**src/rtl/fb_write_arbiter.sv**
```systemverilog
// Framebuffer write-port owner: round-robin arbitration of two requesters plus a full-frame
// clear engine. Define FB_BOUNDS_CHECK_EN to drop and flag writes with addr >= Pixels.
module fb_write_arbiter #(
  parameter int unsigned Pixels = 921600,
  parameter int unsigned AddrW  = $clog2(Pixels),
  parameter int unsigned DataW  = 24
) (
  input  logic             clk_i,
  input  logic             rst_i,
  input  logic             r0_valid_i,
  input  logic [AddrW-1:0] r0_addr_i,
  input  logic [DataW-1:0] r0_data_i,
  output logic             r0_ready_o,
  input  logic             r1_valid_i,
  input  logic [AddrW-1:0] r1_addr_i,
  input  logic [DataW-1:0] r1_data_i,
  output logic             r1_ready_o,
  input  logic             clr_start_i,
  input  logic [DataW-1:0] clr_color_i,
  output logic             clr_busy_o,
  output logic             clr_done_o,
  input  logic             err_clr_i,
  output logic             oob_err_o,
  output logic             vram_we_o,
  output logic [AddrW-1:0] vram_addr_o,
  output logic [DataW-1:0] vram_data_o
);

  localparam logic [AddrW-1:0] LastAddr = AddrW'(Pixels - 1);

  typedef enum logic [1:0] {StIdle, StClear, StDone} state_e;

  state_e           state_q, state_d;
  logic [AddrW-1:0] cnt_q, cnt_d;
  logic [DataW-1:0] color_q, color_d;
  logic             last_q, last_d;  // index of the requester served last
  logic             we_q, we_d;
  logic [AddrW-1:0] addr_q, addr_d;
  logic [DataW-1:0] data_q, data_d;
  logic             gnt0, gnt1;
  logic [AddrW-1:0] gnt_addr;
  logic [DataW-1:0] gnt_data;
  logic             oob_hit;

  always_ff @(posedge clk_i or posedge rst_i) begin
    if (rst_i) begin
      state_q <= StIdle;
      cnt_q   <= '0;
      color_q <= '0;
      last_q  <= 1'b1;
      we_q    <= 1'b0;
      addr_q  <= '0;
      data_q  <= '0;
    end else begin
      state_q <= state_d;
      cnt_q   <= cnt_d;
      color_q <= color_d;
      last_q  <= last_d;
      we_q    <= we_d;
      addr_q  <= addr_d;
      data_q  <= data_d;
    end
  end

  always_comb begin
    state_d = state_q;
    unique case (state_q)
      StIdle:  if (clr_start_i) state_d = StClear;
      StClear: if (cnt_q == LastAddr) state_d = StDone;
      StDone:  state_d = StIdle;
      default: state_d = StIdle;
    endcase
  end

  // Grants are only possible in IDLE; on contention the requester not served last wins.
  always_comb begin
    gnt0 = 1'b0;
    gnt1 = 1'b0;
    if (state_q == StIdle && !rst_i) begin
      if (r0_valid_i && r1_valid_i) begin
        gnt0 = last_q;
        gnt1 = ~last_q;
      end else begin
        gnt0 = r0_valid_i;
        gnt1 = r1_valid_i;
      end
    end
  end

  always_comb begin
    r0_ready_o  = gnt0;
    r1_ready_o  = gnt1;
    clr_busy_o  = (state_q != StIdle);
    clr_done_o  = (state_q == StDone);
    vram_we_o   = we_q;
    vram_addr_o = addr_q;
    vram_data_o = data_q;
  end

  always_comb begin
    cnt_d   = cnt_q;
    color_d = color_q;
    last_d  = last_q;
    if (state_q == StIdle && clr_start_i) begin
      cnt_d   = '0;
      color_d = clr_color_i;
    end else if (state_q == StClear && cnt_q != LastAddr) begin
      cnt_d = cnt_q + 1'b1;
    end
    if (gnt0) last_d = 1'b0;
    if (gnt1) last_d = 1'b1;
  end

  assign gnt_addr = gnt1 ? r1_addr_i : r0_addr_i;
  assign gnt_data = gnt1 ? r1_data_i : r0_data_i;

`ifdef FB_BOUNDS_CHECK_EN
  localparam logic [AddrW:0] PixLimit = (AddrW + 1)'(Pixels);

  logic oob_q, oob_d;

  assign oob_hit = (gnt0 || gnt1) && ({1'b0, gnt_addr} >= PixLimit);

  always_ff @(posedge clk_i or posedge rst_i) begin
    if (rst_i) oob_q <= 1'b0;
    else       oob_q <= oob_d;
  end

  // A new violation takes priority over a simultaneous clear request.
  always_comb begin
    oob_d = oob_q;
    if (err_clr_i) oob_d = 1'b0;
    if (oob_hit)   oob_d = 1'b1;
  end

  assign oob_err_o = oob_q;
`else
  logic unused_err_clr;

  assign unused_err_clr = err_clr_i;
  assign oob_hit        = 1'b0;
  assign oob_err_o      = 1'b0;
`endif

  always_comb begin
    we_d   = 1'b0;
    addr_d = addr_q;
    data_d = data_q;
    if (state_q == StClear) begin
      we_d   = 1'b1;
      addr_d = cnt_q;
      data_d = color_q;
    end else if ((gnt0 || gnt1) && !oob_hit) begin
      we_d   = 1'b1;
      addr_d = gnt_addr;
      data_d = gnt_data;
    end
  end

endmodule

```
**config.mk**
```make
export PLATFORM = sky130hd
export DESIGN_NAME = fb_write_arbiter
export DESIGN_NICKNAME = d
export VERILOG_FILES = /design/src/rtl/fb_write_arbiter.sv
export SDC_FILE = /design/constraint.sdc
export NUM_CORES = 1
export LEC_CHECK = 0
export ABC_CLOCK_PERIOD_IN_PS = 3500
export CAP_MARGIN = 20
export CORE_UTILIZATION = 34
export DETAILED_ROUTE_END_ITERATION = 10
export GPL_ROUTABILITY_DRIVEN = 0
export GPL_TIMING_DRIVEN = 1
export PLACE_DENSITY = 0.75
export SYNTH_ARGS = -nofsm -noshare
export SYNTH_HDL_FRONTEND = slang
export SYNTH_SLANG_ARGS = --single-unit
```
**constraint.sdc**
```tcl
create_clock -name clk_i -period 3.5 [get_ports clk_i]
set_input_delay 0.35 -clock clk_i [delete_from_list [all_inputs] [get_ports clk_i]]
set_output_delay 0.35 -clock clk_i [all_outputs]
set_load 0.05 [all_outputs]
```
==> metrics <==
dpl hpwl 8455 um; wl on met1 4829 um; Lkg Pwr 3.385 nW; crit-path max FO 4; total power 4.275 mW; Fmax 360.9 MHz; post-synth cell types 36; delay-heaviest family, CP buffers and inverters; Mapped Area 0.004695 mm2; worst-case clock skew 0.004797 ns; Clock Sinks 92; core area 0.01335 mm2; GRT overflow 0; Cell Rows 42; Hold Crit Endpoint vram_data_o[15]; CTS tree done; final wirelength 11770 um; sequential area share after synthesis 49.07%; routed wire length per instance 14.34 um; ant diodes 0; Final #Nets 759; status completed; met2 WL post-DR 5968 um; Setup crit end kind output pin; fill cell count 1222; Multi-input gate area 0.002230 mm2; reg2reg end cnt_q[2]; largest net degree at the start of global routing 51; top routing layer in use met4; drt first pass iters 4; Hold Path Cell Cnt 1; R2R cell count 6; syn nets 615; crit-path most repeated cell clkdlybuf4s50_1; top_reg_cell synth dfrtp_1; first-pass GRT wire length 19600 um; peak supply drop 0.3842 mV; drt drc 0; Critical Path Source Type input pin; Max stage delay cell, worst path clkdlybuf4s50_1; layout cells sized above 1 4.961%; Worst-Margin Slew 0.9896 ns; WP buf/inv 2; Hold/Removal Path Class reg2reg; Setup WS post-layout 0.7293 ns; kind of critical path in2out; worst r2r src cnt_q[15]; DR iter-0 viols 145; Initial Util 35.17%; Clock Latency Late Sink 0.35 ns; Clock H-tree levels 3; register area 0.002303 mm2; HP Start vram_data_o[15]; Slew HR 33.87%; Reg clk slew, reported paths 0.06 ns; setup bufs post-CTS 0; CTS Hold Buffers Added 0; number of global-route vias before repair 4181; antenna viol nets, final 0; Slowest Stage Delay on Critical Path 0.81 ns; PortBufs 165; clk buf depth 2; maxcap violations 0; num ports 168; die area 0.01428 mm2; Vias per Instance 5.065; pins over their slew limit 0; die width 119.5 um; reg2reg setup slack 0.94 ns; Hold Slack 0.4733 ns; Yosys reg bits 92; CTS buffer count 9; PwrDens 627.6 mW/mm2; Yosys top cell area share 48.51%; Root Buffer clkbuf_16; Setup Viol. Count Final 0; initial antenna violation count 0; EDFF count, synth 0; clock period minus final worst setup slack 2.771 ns; DR WL met3 817 um; unrepaired setup endpoints after global routing false; Synth Instances 496; top cells by count, synth nand2_1 (95), dfrtp_1 (91), nor2_1 (56); Synth Area per Inst 9.465 um2; setup TNS 0 ns; Die H 119.5 um; required time of the critical path 3.15 ns; Ys Warns 0; GRT Total Usage 17.25%; Via Count 4158; P&R area growth vs syn 45.10%; ranking of synthesized cells by area dfrtp_1 (49%), mux2i_1 (9.8%), nand2_1 (7.6%); Worst EP arrival 2.42 ns; # resized after CTS 0; Final Hold Fails 0; most common cell in the netlist nand2_1; CP Cell Sequence clkdlybuf4s50_1, nor3_1, nand2_1, a21oi_1, clkdlybuf4s50_1; Post-Place Setup Slack 0.7286 ns; ys async rst share 100.0%; fin crit share 79.16%; area leader, netlist dfrtp_1
## per-stage QoR
stage                     cells  instance area, um2  util (%)
after floorplan             496                4695         -
after global placement      805                6516     48.82
after detailed placement    805                6516     48.82
after CTS                   821                6812     51.03
after global routing        821                6812     51.03
final                       821                6812     51.03
## where the power goes
part           switching [mW]  leakage [nW]  internal [mW]
Combinational            1.00          2.08          0.686
Sequential              0.240          1.16           1.37
Clock                   0.403         0.147          0.572
Total                    1.65          3.39           2.63
## cell usage in the layout, fill, tap and decap left out, types with 7 or more instances in the layout
cell             netlist  layout
clkdlybuf4s50_1        0     164
nand2_1               95      95
mux2i_1               46      46
nor2_1                56      56
a31oi_1               13      13
buf_4                  1       7
clkbuf_16              0       9
dfrtp_1               91      91
a211oi_1              45      45
a21o_1                44      44
## cell families (layout without fill, tap and decap cells)
family                     Yosys count  after routing  synth area share [%]
xor gates and xnor gates             6              6                 1.119
DFF                                 92             92                 49.07
muxes                               46             46                 9.808
and+or+nand+nor                    180            180                 16.44
AOI/OAI and AO/OA                  123            123                 19.11
buffers and inverters               47            196                 4.105
adders and majority gates            1              1                0.2665
other                                1              1               0.07988
## flip-flops by register name (all words and copies together), names as in the netlist
name	count
vram_addr_o	20
vram_data_o	24
last_q	1
cnt_q	20
state_q	2
color_q	24
vram_we_o	1
## how the worst max path moves through the flow
stage                     startpoint         end  cells after the start
after floorplan                rst_i    cnt_q[0]                      1
after global placement         rst_i  r0_ready_o                      5
after detailed placement       rst_i  r0_ready_o                      5
after CTS                      rst_i  r0_ready_o                      5
after global routing      state_q[0]  r0_ready_o                      4
final                          rst_i  r0_ready_o                      5
## layer usage
layer / track usage (%) / up-vias
met2: 29.91 / 135
met3: 5.038 / 11
met4: 6.172 / 0
met5: 0 / -
li1: - / 2026
met1: 20.18 / 1986
## cell type report
class / count / share of cell area (%)
flip-flops and latches: 92 / 33.82
multi-input cells: 357 / 32.73
repair buffers: 173 / 25.46
clock buffers: 12 / 3.619
well taps: 176 / 3.233
clock inverters: 4 / 0.7164
inverters: 7 / 0.4225
Power figures use the tool's default switching activity.
